--- config.mk ---
export PLATFORM = sky130hd
export DESIGN_NAME = v_writeback_sequencer
export DESIGN_NICKNAME = d
export VERILOG_FILES = /design/src/rtl/jacobi_pkg.sv /design/src/rtl/wb_fifo.sv /design/src/rtl/v_writeback_sequencer.sv
export SDC_FILE = /design/constraint.sdc
export NUM_CORES = 1
export LEC_CHECK = 0
export BUFFER_PORTS_ARGS = -buffer_cell sky130_fd_sc_hd__buf_2
export CAP_MARGIN = 20
export CORE_MARGIN = 3
export CORE_UTILIZATION = 35
export CTS_CLUSTER_SIZE = 28
export DETAILED_ROUTE_END_ITERATION = 12
export PLACE_DENSITY = 0.62
export SETUP_SLACK_MARGIN = 0.15
export SLEW_MARGIN = 20
export SYNTH_ARGS = -nofsm -noshare
export SYNTH_HDL_FRONTEND = slang
export SYNTH_SLANG_ARGS = --single-unit
--- constraint.sdc ---
create_clock -name clock -period 19 [get_ports clock]
set_input_delay 1.9 -clock clock [delete_from_list [all_inputs] [get_ports clock]]
set_output_delay 1.9 -clock clock [all_outputs]
set_load 0.05 [all_outputs]
--- src/rtl/jacobi_pkg.sv ---
// Shared definitions for the Jacobi datapath slice.
//   DATA_W  : V word width
//   ROW_W   : row index width
//   ADDR_W  : V SRAM bank address width
//   N_BANKS : number of V SRAM banks
//   wb_state_t : write-back sequencer states
package jacobi_pkg;
    localparam int unsigned DATA_W  = 48;
    localparam int unsigned ROW_W   = 10;
    localparam int unsigned ADDR_W  = 9;
    localparam int unsigned N_BANKS = 4;

    typedef enum logic [1:0] {
        IDLE,
        ACTIVE,
        DRAIN,
        DONE
    } wb_state_t;
endpackage

--- src/rtl/wb_fifo.sv ---
// wb_fifo: synchronous FIFO for buffered write-back results.
// Ports:
//   clock, reset (async active-low)
//   flush        : empties the FIFO (takes priority over push/pop)
//   push/din     : write an entry (ignored when full)
//   pop/dout     : dout shows the head entry; pop advances (ignored when empty)
//   full, empty  : occupancy flags
module wb_fifo #(
    parameter int unsigned DEPTH = 4,
    parameter int unsigned WIDTH = 58
) (
    input  logic             clock,
    input  logic             reset,
    input  logic             flush,
    input  logic             push,
    input  logic [WIDTH-1:0] din,
    input  logic             pop,
    output logic [WIDTH-1:0] dout,
    output logic             full,
    output logic             empty
);
    localparam int unsigned PTR_W = $clog2(DEPTH);

    logic [WIDTH-1:0] mem [DEPTH];
    // One extra pointer bit distinguishes full from empty.
    logic [PTR_W:0]   wr_ptr_q;
    logic [PTR_W:0]   rd_ptr_q;
    logic             do_push;
    logic             do_pop;

    assign empty   = (wr_ptr_q == rd_ptr_q);
    assign full    = (wr_ptr_q[PTR_W] != rd_ptr_q[PTR_W]) &&
                     (wr_ptr_q[PTR_W-1:0] == rd_ptr_q[PTR_W-1:0]);
    assign dout    = mem[rd_ptr_q[PTR_W-1:0]];
    assign do_push = push && !full && !flush;
    assign do_pop  = pop && !empty && !flush;

    always_ff @(posedge clock or negedge reset) begin
        if (!reset) begin
            wr_ptr_q <= '0;
            rd_ptr_q <= '0;
        end else if (flush) begin
            wr_ptr_q <= '0;
            rd_ptr_q <= '0;
        end else begin
            if (do_push) wr_ptr_q <= wr_ptr_q + 1'b1;
            if (do_pop)  rd_ptr_q <= rd_ptr_q + 1'b1;
        end
    end

    always_ff @(posedge clock) begin
        if (do_push) mem[wr_ptr_q[PTR_W-1:0]] <= din;
    end
endmodule

--- src/rtl/v_writeback_sequencer.sv ---
// v_writeback_sequencer: buffers new V values (tagged with row index) and
// writes them into the four V SRAM banks, in the section not being read.
// Ports:
//   clock, reset (async active-low)
//   start                 : begin iteration, latch write section
//   control_vsram_section : section being read (writes go to the other)
//   in_valid/in_ready/in_row/in_data : result input handshake
//   sram_k_write{Addressline,Enable,Data} (k=1..4) : registered bank writes
//   iter_done             : one-cycle pulse once all N_ROWS rows are written
//   row_err               : sticky, row >= N_ROWS received
//   sig_match             : only with V_WB_SIGNATURE_EN; signature equals
//                           previous iteration's (fixed-point indication)
module v_writeback_sequencer #(
    parameter int unsigned N_ROWS     = 256,
    parameter int unsigned FIFO_DEPTH = 4,
    parameter int unsigned DATA_W     = jacobi_pkg::DATA_W
) (
    input  logic                          clock,
    input  logic                          reset,
    input  logic                          start,
    input  logic                          control_vsram_section,
    input  logic                          in_valid,
    output logic                          in_ready,
    input  logic [jacobi_pkg::ROW_W-1:0]  in_row,
    input  logic [DATA_W-1:0]             in_data,
    output logic [jacobi_pkg::ADDR_W-1:0] sram_1_writeAddressline,
    output logic                          sram_1_writeEnable,
    output logic [DATA_W-1:0]             sram_1_writeData,
    output logic [jacobi_pkg::ADDR_W-1:0] sram_2_writeAddressline,
    output logic                          sram_2_writeEnable,
    output logic [DATA_W-1:0]             sram_2_writeData,
    output logic [jacobi_pkg::ADDR_W-1:0] sram_3_writeAddressline,
    output logic                          sram_3_writeEnable,
    output logic [DATA_W-1:0]             sram_3_writeData,
    output logic [jacobi_pkg::ADDR_W-1:0] sram_4_writeAddressline,
    output logic                          sram_4_writeEnable,
    output logic [DATA_W-1:0]             sram_4_writeData,
`ifdef V_WB_SIGNATURE_EN
    output logic                          sig_match,
`endif
    output logic                          iter_done,
    output logic                          row_err
);
    import jacobi_pkg::*;

    localparam int unsigned CNT_W   = 11;
    localparam logic [CNT_W-1:0] ROWS = CNT_W'(N_ROWS);
    localparam int unsigned ENTRY_W = ROW_W + DATA_W;

    wb_state_t state_q, state_d;
    logic                           wsec_q;
    logic [CNT_W-1:0]               acc_cnt_q;
    logic [CNT_W-1:0]               wr_cnt_q;
    logic                           row_err_q;
    logic                           done_q;
    logic [N_BANKS-1:0]             we_q;
    logic [N_BANKS-1:0][ADDR_W-1:0] addr_q;
    logic [N_BANKS-1:0][DATA_W-1:0] data_q;

    logic               xfer, in_range, push, pop, done_evt;
    logic               fifo_full, fifo_empty;
    logic [ENTRY_W-1:0] fifo_dout;
    logic [ROW_W-1:0]   pop_row;
    logic [DATA_W-1:0]  pop_data;

    assign in_ready = (state_q == ACTIVE) && !fifo_full;
    // start wins over a coincident transfer or pop: the iteration restarts clean.
    assign xfer     = in_valid && in_ready && !start;
    assign in_range = ({1'b0, in_row} < ROWS);
    assign push     = xfer && in_range;
    assign pop      = !fifo_empty && !start;
    assign {pop_row, pop_data} = fifo_dout;

    wb_fifo #(
        .DEPTH (FIFO_DEPTH),
        .WIDTH (ENTRY_W)
    ) u_fifo (
        .clock (clock),
        .reset (reset),
        .flush (start),
        .push  (push),
        .din   ({in_row, in_data}),
        .pop   (pop),
        .dout  (fifo_dout),
        .full  (fifo_full),
        .empty (fifo_empty)
    );

    // ACTIVE leaves on the edge accepting the final row, so no extra row is
    // accepted beyond N_ROWS.
    always_comb begin
        state_d  = state_q;
        done_evt = 1'b0;
        if (start) begin
            state_d = ACTIVE;
        end else begin
            case (state_q)
                ACTIVE: if (push && (acc_cnt_q == ROWS - 1'b1)) state_d = DRAIN;
                DRAIN: begin
                    if (fifo_empty && (wr_cnt_q == ROWS)) begin
                        state_d  = DONE;
                        done_evt = 1'b1;
                    end
                end
                default: state_d = state_q;
            endcase
        end
    end

    always_ff @(posedge clock or negedge reset) begin
        if (!reset) begin
            state_q   <= IDLE;
            wsec_q    <= 1'b0;
            acc_cnt_q <= '0;
            wr_cnt_q  <= '0;
            row_err_q <= 1'b0;
            done_q    <= 1'b0;
            we_q      <= '0;
            addr_q    <= '0;
            data_q    <= '0;
        end else begin
            state_q <= state_d;
            done_q  <= done_evt;
            we_q    <= '0;
            if (start) begin
                wsec_q    <= ~control_vsram_section;
                acc_cnt_q <= '0;
                wr_cnt_q  <= '0;
                row_err_q <= 1'b0;
            end else begin
                if (push) acc_cnt_q <= acc_cnt_q + 1'b1;
                if (xfer && !in_range) row_err_q <= 1'b1;
                if (pop) begin
                    wr_cnt_q              <= wr_cnt_q + 1'b1;
                    we_q[pop_row[1:0]]    <= 1'b1;
                    addr_q[pop_row[1:0]]  <= {wsec_q, pop_row[ROW_W-1:2]};
                    data_q[pop_row[1:0]]  <= pop_data;
                end
            end
        end
    end

`ifdef V_WB_SIGNATURE_EN
    logic [DATA_W-1:0] sig_q;
    logic [DATA_W-1:0] sig_prev_q;
    logic              sig_match_q;

    always_ff @(posedge clock or negedge reset) begin
        if (!reset) begin
            sig_q       <= '0;
            sig_prev_q  <= '0;
            sig_match_q <= 1'b0;
        end else if (start) begin
            sig_q       <= '0;
            sig_match_q <= 1'b0;
        end else begin
            if (pop) sig_q <= {sig_q[DATA_W-2:0], sig_q[DATA_W-1]} ^ pop_data;
            // The final write landed an edge earlier, so sig_q is complete here.
            if (done_evt) begin
                sig_match_q <= (sig_q == sig_prev_q);
                sig_prev_q  <= sig_q;
            end
        end
    end

    assign sig_match = sig_match_q;
`endif

    assign iter_done = done_q;
    assign row_err   = row_err_q;

    assign sram_1_writeEnable      = we_q[0];
    assign sram_2_writeEnable      = we_q[1];
    assign sram_3_writeEnable      = we_q[2];
    assign sram_4_writeEnable      = we_q[3];
    assign sram_1_writeAddressline = addr_q[0];
    assign sram_2_writeAddressline = addr_q[1];
    assign sram_3_writeAddressline = addr_q[2];
    assign sram_4_writeAddressline = addr_q[3];
    assign sram_1_writeData        = data_q[0];
    assign sram_2_writeData        = data_q[1];
    assign sram_3_writeData        = data_q[2];
    assign sram_4_writeData        = data_q[3];
endmodule

==> flow_summary.json, run 1 <==
{
  "syn_area_per_cell_um2": 19.1,
  "syn-cell-area_mm2": 0.0188,
  "crit_path_end_kind": "output port",
  "h-tree-depth": 2,
  "power.switching_fraction": 0.419,
  "yosysMostFrequentCell": "dfrtp_1",
  "r2r_start": "u_fifo.rd_ptr_q[0]",
  "fin_crit_sh": 0.261,
  "cts_tree": "yes",
  "pwr-share-comb": 0.402,
  "slew_viol_final": 0,
  "holdBufCountCts": 0,
  "hold_viol": 0,
  "cp-start-kind": "flip-flop",
  "final_nets": 1373,
  "gp_congestion": 0.742,
  "timing.hold.ws_ns": 0.490,
  "cts_root_buf": "clkbuf_16",
  "drtIter0Drc": 482,
  "synth_commonest_cells": "dfrtp_1 (265), edfxtp_1 (232), mux2_2 (205), mux4_2 (58), buf_2 (22)",
  "clkPwrFrac": 0.238,
  "yosys_warnings": 0,
  "ys_types": 46,
  "vdd_ir_drop_max_mv": 0.0964,
  "area_delta_synth_final_pct": 21.4,
  "insertion_delay_ns": 0.59,
  "portBuffers": 297,
  "yosysTopAreaCell": "edfxtp_1",
  "start_util": 0.356,
  "post-cts-setup-buffers": 0,
  "setup_tns_ns": 0,
  "p_sw_mw": 1.80,
  "seqCellArea_mm2": 0.0136,
  "power_mw": 4.29,
  "viasPerCell": 4.93,
  "antenna_found_initial": 13,
  "fin_skew_ns": 0.0216,
  "grtUsageTotal": 0.149,
  "via_count": 10066,
  "synth_ff_type": "dfrtp_1",
  "cts.repair.resized": 0,
  "grt_pass1_vias": 10552,
  "fill_cells": 4645,
  "max_cap_viol_count": 0,
  "leakage_nw": 9.30,
  "die_y_um": 238,
  "dieArea_mm2": 0.0566,
  "grt_max_degree": 147,
  "drtAntennaViolNets": 0,
  "worst_pin_slew_ns": 1.02,
  "setup_violations": 0,
  "synth_nets": 1058,
  "worstPathMaxFanout": 43,
  "drt-total-wl_um": 42500,
  "arrival_ns": 3.06,
  "yosys-top-cells-area": "edfxtp_1 (37%), dfrtp_1 (35%), mux2_2 (12%)",
  "status": "completed",
  "drc_errors": 0,
  "cts_buffer_depth": 3,
  "crit_type": "flip-flop to output port",
  "io_pins": 298,
  "rsz0062_at_grt": "false",
  "syn_inst": 987,
  "holdCritStartpoint": "sram_1_writeAddressline[0]",
  "yosys.area.top_type_share": 0.370,
  "ys_seq_area_frac": 0.722,
  "hpwl_um": 26500,
  "grt-ovfl-total": 0,
  "firstDrtPassIters": 4,
  "relSlewSlack": 0.322,
  "crit_start": "u_fifo.rd_ptr_q[0]",
  "ys_ff_latch": 497,
  "core_mm2": 0.0529,
  "powerDensity_mw_per_mm2": 188,
  "die_w_um": 238,
  "cts.clk_slew.worst_paths_ns": 0.06,
  "cts_buffers": 52,
  "min_period_ns": 4.96,
  "internal-power_mw": 2.49,
  "drive_above_1_share": 0.509,
  "p_seq_frac": 0.360,
  "grt_pass1_wl_um": 65200,
  "min-delay-path-class": "flip-flop to flip-flop",
  "cp_data_required_time_ns": 17.10,
  "cts_sinks": 497,
  "fmax_mhz": 202,
  "rows": 84,
  "async_flop_share": 0.533,
  "synth_edf_count": 232,
  "multiInputGateArea_mm2": 0.00500,
  "wl_per_cell_um": 20.8
}
final timing paths:
kind / to / slack (ns) / depth (start not counted)
hold reg to reg: sram_1_writeAddressline[0] / 0.49 / 1
setup reg to reg: sram_2_writeAddressline[8] / 15.04 / 5
hold / removal: sram_1_writeAddressline[0] / 0.49 / 1
min in group asynchronous: sram_3_writeAddressline[2] / 1.38 / 1
max in group asynchronous: sram_3_writeData[15] / 16.27 / 2
setup / recovery: in_ready / 14.04 / 4
sequential cells by signal (all words and copies together), names as in the netlist, 2 cells and up:
name	flops
u_fifo.wr_ptr_q	3
sram_3_writeData	48
sram_1_writeData	48
state_q	2
sram_2_writeAddressline	9
sram_2_writeData	48
acc_cnt_q	11
sram_3_writeAddressline	9
u_fifo.mem	232
we_q	4
sram_1_writeAddressline	9
sram_4_writeData	48
u_fifo.rd_ptr_q	3
sram_4_writeAddressline	9
wr_cnt_q	11
cell families (layout without fill, tap and decap cells):
logic type,count (synthesis),in the layout,synth area share
flops,497,497,0.722
mux,291,291,0.212
simple gates,78,78,0.0244
buf+inv,57,415,0.0148
compound gates,42,42,0.0141
xor+xnor,14,14,0.00731
fa+ha+maj,8,8,0.00531
other cells,0,8,0
through the flow:
stage / utilization / cells / instance area [µm²] / worst slack [ns]
after floorplan: - / 987 / 18800 / 11.45
after global placement: 0.399 / 1936 / 21100 / 14.58
after detailed placement: 0.399 / 1936 / 21100 / 14.54
after CTS: 0.432 / 2033 / 22800 / 13.88
after global routing: 0.432 / 2039 / 22900 / 13.76
final: 0.432 / 2041 / 22900 / 14.04
area by class of cell:
cell class | count | area share
Antenna cell | 8 | 0.000876
Sequential cell | 497 | 0.595
Inverter | 10 | 0.00164
Tap cell | 688 | 0.0377
Clock inverter | 20 | 0.00974
Clock buffer | 77 | 0.0666
Multi-Input combinational cell | 433 | 0.219
Timing Repair Buffer | 308 | 0.0696
layer usage:
metal / vias to the layer above / GRT usage / share of wire
met5: - / 0 / 0.00087
met2: 228 / 0.242 / 0.48
met4: 6 / 0.0500 / 0.023
met1: 5313 / 0.202 / 0.44
met3: 69 / 0.0317 / 0.050
li1: 4450 / - / -
worst max-delay path: stages (launching register included):
cell	delay [ns]
dfrtp_4	0.69
buf_4	0.80
xor2_2	0.44
o311a_1	0.21
buf_2	0.26
power by group through the flow:
stage	clock (mW)	combinational, mW	sequential, mW
final	1.02	1.72	1.54
after global routing	1.09	1.80	1.58
after CTS	1.05	1.74	1.55
after detailed placement	0	1.74	1.56
after global placement	0	1.72	1.56
after floorplan	0	0.491	2.36
cells in the final DEF, fill, tap and decap left out, types with 8 or more instances in the layout:
cell type,instances
buf_2,296
or4_1,8
mux2_2,205
diode_2,8
mux2_4,19
ha_1,8
buf_4,10
nor2_1,19
o31ai_1,8
nand2_1,11
clkbuf_8,8
a21oi_1,15
o21ai_0,9
dfrtp_1,263
edfxtp_1,232
clkbuf_1,14
inv_1,10
clkbuf_16,54
mux4_2,58
No activity file was read; power rests on OpenSTA's default activity.
==> inputs of run 2 (changes only) <==
==> constraint.sdc (replaced) <==
create_clock -name clock -period 4.7 [get_ports clock]
set_input_delay 0.47 -clock clock [delete_from_list [all_inputs] [get_ports clock]]
set_output_delay 0.47 -clock clock [all_outputs]
set_load 0.05 [all_outputs]
==> flow_summary.json, run 2 (synthesis results as in run 1) <==
{
  "status": "completed",
  "worst_pin_slew_ns": 1.09,
  "worstPathMaxFanout": 58,
  "die_y_um": 238,
  "grt_max_degree": 99,
  "layout.cells.non_filler": 2038,
  "fill_cells": 4629,
  "final_nets": 1376,
  "cp_cell_sequence": "xor2_2 -> nor3_2 -> or4b_4 -> mux2_2",
  "drive_above_1_share": 0.510,
  "grt_pass1_vias": 10552,
  "setup_violations": 0,
  "post-cts-setup-buffers": 0,
  "area_delta_synth_final_pct": 21.7,
  "min_period_ns": 2.92,
  "portBuffers": 297,
  "cts_sinks": 497,
  "insertion_delay_ns": 0.58,
  "seqCellArea_mm2": 0.0136,
  "final_common_cell": "buf_2",
  "relSlewSlack": 0.270,
  "max_cap_viol_count": 0,
  "gp_congestion": 0.741,
  "grt-ovfl-total": 0,
  "largest_register_ffs": 232,
  "slowest_stage": "or4b_4",
  "cts_buffers": 52,
  "firstDrtPassIters": 6,
  "cts_root_buf": "clkbuf_16",
  "drtIter0Drc": 502,
  "drtAntennaViolNets": 0,
  "fin_skew_ns": 0.0131,
  "rows": 84,
  "slew_viol_final": 0,
  "min-delay-path-class": "input pin to flip-flop",
  "crit_type": "flip-flop to flip-flop",
  "rsz0062_at_grt": "false",
  "postPlaceCellArea_mm2": 0.0211,
  "h-tree-depth": 2,
  "final_cell_mix": "buf_2 (296), dfrtp_1 (263), edfxtp_1 (232), mux2_2 (205), mux4_2 (58)",
  "cts_buffer_depth": 3,
  "die_w_um": 238,
  "io_pins": 298,
  "fin_crit_sh": 0.622,
  "vdd_ir_drop_max_mv": 0.380,
  "crit_buf_inv": 0,
  "cp_data_required_time_ns": 5.16,
  "core_mm2": 0.0529,
  "drt-total-wl_um": 42000,
  "start_util": 0.356,
  "cts.repair.resized": 0,
  "grt_pass1_wl_um": 64800,
  "final_area_mm2": 0.0229,
  "hold_viol": 0,
  "crit_family": "simple AND/OR/NAND/NOR gates",
  "cpPeakStageDelay_ns": 0.97,
  "powerDensity_mw_per_mm2": 756,
  "cts_tree": "yes",
  "viasPerCell": 4.90,
  "dieArea_mm2": 0.0566,
  "multiInputGateArea_mm2": 0.00501,
  "holdBufCountCts": 1,
  "wl_per_cell_um": 20.6,
  "final_util": 0.434,
  "fmax_mhz": 342,
  "dp.cells": 1938,
  "grtUsageTotal": 0.149,
  "cts.clk_slew.worst_paths_ns": 0.06,
  "cp-start-kind": "flip-flop",
  "leakage_nw": 9.34,
  "via_count": 9982,
  "drc_errors": 0,
  "arrival_ns": 3.38,
  "antenna_found_initial": 8,
  "crit_path_end_kind": "flip-flop",
  "setup_tns_ns": 0,
  "hpwl_um": 26300
}
-- run 2: where the power goes --
part / switching (mW) / leakage (nW) / internal (mW)
Clock: 1.66 / 0.867 / 2.49
Combinational: 4.99 / 3.10 / 2.04
Sequential: 0.581 / 5.37 / 5.58
-- run 2: path summary, 6_finish.rpt --
kind / startpoint / to / slack, ns / depth (start not counted)
max: u_fifo.rd_ptr_q[1] / sram_2_writeAddressline[3] / 1.78 / 4
min: control_vsram_section / wsec_q / 0.09 / 2
max reg2reg: u_fifo.rd_ptr_q[1] / sram_2_writeAddressline[3] / 1.78 / 4
min reg2reg: acc_cnt_q[10] / acc_cnt_q[10] / 0.47 / 1
max in group asynchronous: reset / sram_3_writeData[0] / 3.11 / 3
min in group asynchronous: reset / sram_2_writeData[35] / 0.53 / 2
-- run 2: metrics by stage --
stage / power [mW] / hold WS, ns / setup WS [ns]
final: 17.3 / 0.0888 / 1.78
after global routing: 18.1 / 0.0753 / 1.60
after CTS: 17.6 / 0.0460 / 1.74
after detailed placement: 13.4 / 0.467 / 1.76
after global placement: 13.2 / 0.453 / 1.74
after floorplan: 11.5 / 0.174 / 0.645
-- run 2: cell type report --
| class | count | share of cell area |
|---|---|---|
| diodes | 3 | 0.000328 |
| clock buffers | 75 | 0.0668 |
| clock inverters | 21 | 0.00994 |
| inverters | 10 | 0.00164 |
| multi-input cells | 433 | 0.219 |
| flip-flops and latches | 497 | 0.594 |
| well taps | 688 | 0.0376 |
| repair buffers | 311 | 0.0716 |
-- run 2: routing by layer --
metal	track usage	wire [µm]
met5	0	61
met4	0.0482	1010
met3	0.0371	2280
met2	0.245	20500
met1	0.195	18100
==> inputs of run 3 (changes only) <==
==> constraint.sdc (replaced) <==
create_clock -name clock -period 3.05 [get_ports clock]
set_input_delay 0.305 -clock clock [delete_from_list [all_inputs] [get_ports clock]]
set_output_delay 0.305 -clock clock [all_outputs]
set_load 0.05 [all_outputs]
==> flow_summary.json, run 3 (synthesis results as in run 1) <==
{
  "hpwl_um": 28700,
  "slowest_stage": "and2_4",
  "dieArea_mm2": 0.0566,
  "drt-total-wl_um": 44300,
  "start_util": 0.356,
  "via_count": 10356,
  "wl_per_cell_um": 20.9,
  "multiInputGateArea_mm2": 0.00506,
  "arrival_ns": 2.78,
  "insertion_delay_ns": 0.59,
  "grt_max_degree": 91,
  "cts_sinks": 497,
  "hold_viol": 0,
  "min-delay-path-class": "input pin to flip-flop",
  "cp-start-kind": "flip-flop",
  "cts_buffers": 53,
  "firstDrtPassIters": 4,
  "antenna_found_initial": 9,
  "drc_errors": 0,
  "setup_tns_ns": 0,
  "fill_cells": 4585,
  "drtAntennaViolNets": 0,
  "worst_pin_slew_ns": 1.01,
  "largest_register_ffs": 232,
  "grtUsageTotal": 0.155,
  "worst_slack_ns": 0.470,
  "rows": 84,
  "cts_tree": "yes",
  "grt_pass1_wl_um": 67700,
  "die_w_um": 238,
  "final_cell_mix": "buf_2 (296), dfrtp_1 (262), edfxtp_1 (232), mux2_2 (205), dlygate4sd3_1 (59)",
  "cts_root_buf": "clkbuf_16",
  "cp_data_required_time_ns": 3.25,
  "gp_congestion": 0.776,
  "crit_path_end_kind": "flip-flop",
  "final_util": 0.447,
  "postPlaceCellArea_mm2": 0.0214,
  "final_area_mm2": 0.0236,
  "rsz0062_at_grt": "false",
  "cts.clk_slew.worst_paths_ns": 0.06,
  "grt-ovfl-total": 0,
  "max_cap_viol_count": 0,
  "crit_type": "flip-flop to flip-flop",
  "drive_above_1_share": 0.488,
  "status": "completed",
  "powerDensity_mw_per_mm2": 1130,
  "timing.hold.ws_ns": 0.0565,
  "grt_pass1_vias": 10964,
  "portBuffers": 297,
  "post-cts-setup-buffers": 0,
  "worstPathMaxFanout": 58,
  "vdd_ir_drop_max_mv": 0.554,
  "leakage_nw": 9.63,
  "whs_path_depth": 1,
  "ff2ff_path_depth": 4,
  "cts_buffer_depth": 3,
  "io_pins": 298,
  "final_nets": 1449,
  "final_common_cell": "buf_2",
  "setup_violations": 0,
  "slew_viol_final": 0,
  "cpPeakStageDelay_ns": 0.77,
  "fin_skew_ns": 0.0169,
  "drtIter0Drc": 520,
  "fmax_mhz": 388,
  "core_mm2": 0.0529,
  "viasPerCell": 4.90,
  "relSlewSlack": 0.328,
  "seqCellArea_mm2": 0.0136,
  "die_y_um": 238,
  "min_period_ns": 2.58,
  "fin_crit_sh": 0.846,
  "area_delta_synth_final_pct": 25.3,
  "post-place-ws_ns": 0.471,
  "cp_cell_sequence": "xor2_4 -> o311ai_4 -> nor2_1 -> and2_4",
  "h-tree-depth": 2
}
run 3: cell count changes in the layout (fill, tap and decap cells not counted), sizes merged, moves of 3 or more:
| cell | change |
|---|---|
| bufinv | -3 |
| dlygate4sd3 | +58 |
| clkinv | -3 |
| buf | +14 |
| inv | -3 |
| clkbuf | +12 |
run 3: worst paths after layout:
path | startpoint | endpoint | slack (ns)
max reg2reg | u_fifo.rd_ptr_q[0] | u_fifo.mem[2][6] | 0.47
min reg2reg | sram_4_writeData[45] | sram_4_writeData[45] | 0.49
min in group asynchronous | reset | sram_4_writeAddressline[4] | 0.37
min | in_row[8] | u_fifo.mem[3][56] | 0.06
max in group asynchronous | reset | sram_2_writeData[9] | 1.69
max | u_fifo.rd_ptr_q[0] | u_fifo.mem[2][6] | 0.47
run 3: power breakdown:
| group | internal, mW | switching (mW) | total, mW |
|---|---|---|---|
| sequential | 8.60 | 0.860 | 9.46 |
| clock | 3.53 | 2.55 | 6.08 |
| combinational | 3.25 | 7.85 | 11.1 |
run 3: cell type report:
| type | instances | share of cell area |
|---|---|---|
| Sequential cell | 497 | 0.576 |
| Antenna cell | 5 | 0.000530 |
| Inverter | 10 | 0.00159 |
| Clock buffer | 87 | 0.0654 |
| Clock inverter | 11 | 0.00387 |
| Tap cell | 688 | 0.0365 |
| Timing Repair Buffer | 383 | 0.101 |
| Multi-Input combinational cell | 433 | 0.215 |
run 3: what timing repair did:
action,CTS,global route
hold endpoints to repair,313,0
resized for setup,0,0
endpoints found under the setup margin,0,0
hold buffers,59,0
run 3: worst max-delay path: cells and delay by family, from the launching register on:
kind	cells	cell delay [ns]
and+or+nand+nor	2	1.02
DFF	1	0.54
xor gates and xnor gates	1	0.33
AOI/OAI and AO/OA	1	0.14
run 3: through the flow:
stage / power (mW) / std cells
after floorplan: 17.8 / 987
after global placement: 20.6 / 1952
after detailed placement: 20.7 / 1952
after CTS: 27.0 / 2109
after global routing: 27.8 / 2112
final: 26.6 / 2114
run 3: metal layers:
metal  track usage  vias up  routed length [µm]
met3        0.0387       63                2270
li1              -     4573                   -
met5             0        -                  55
met1         0.209     5473               19600
met2         0.258      239               21700
met4        0.0332        8                 635
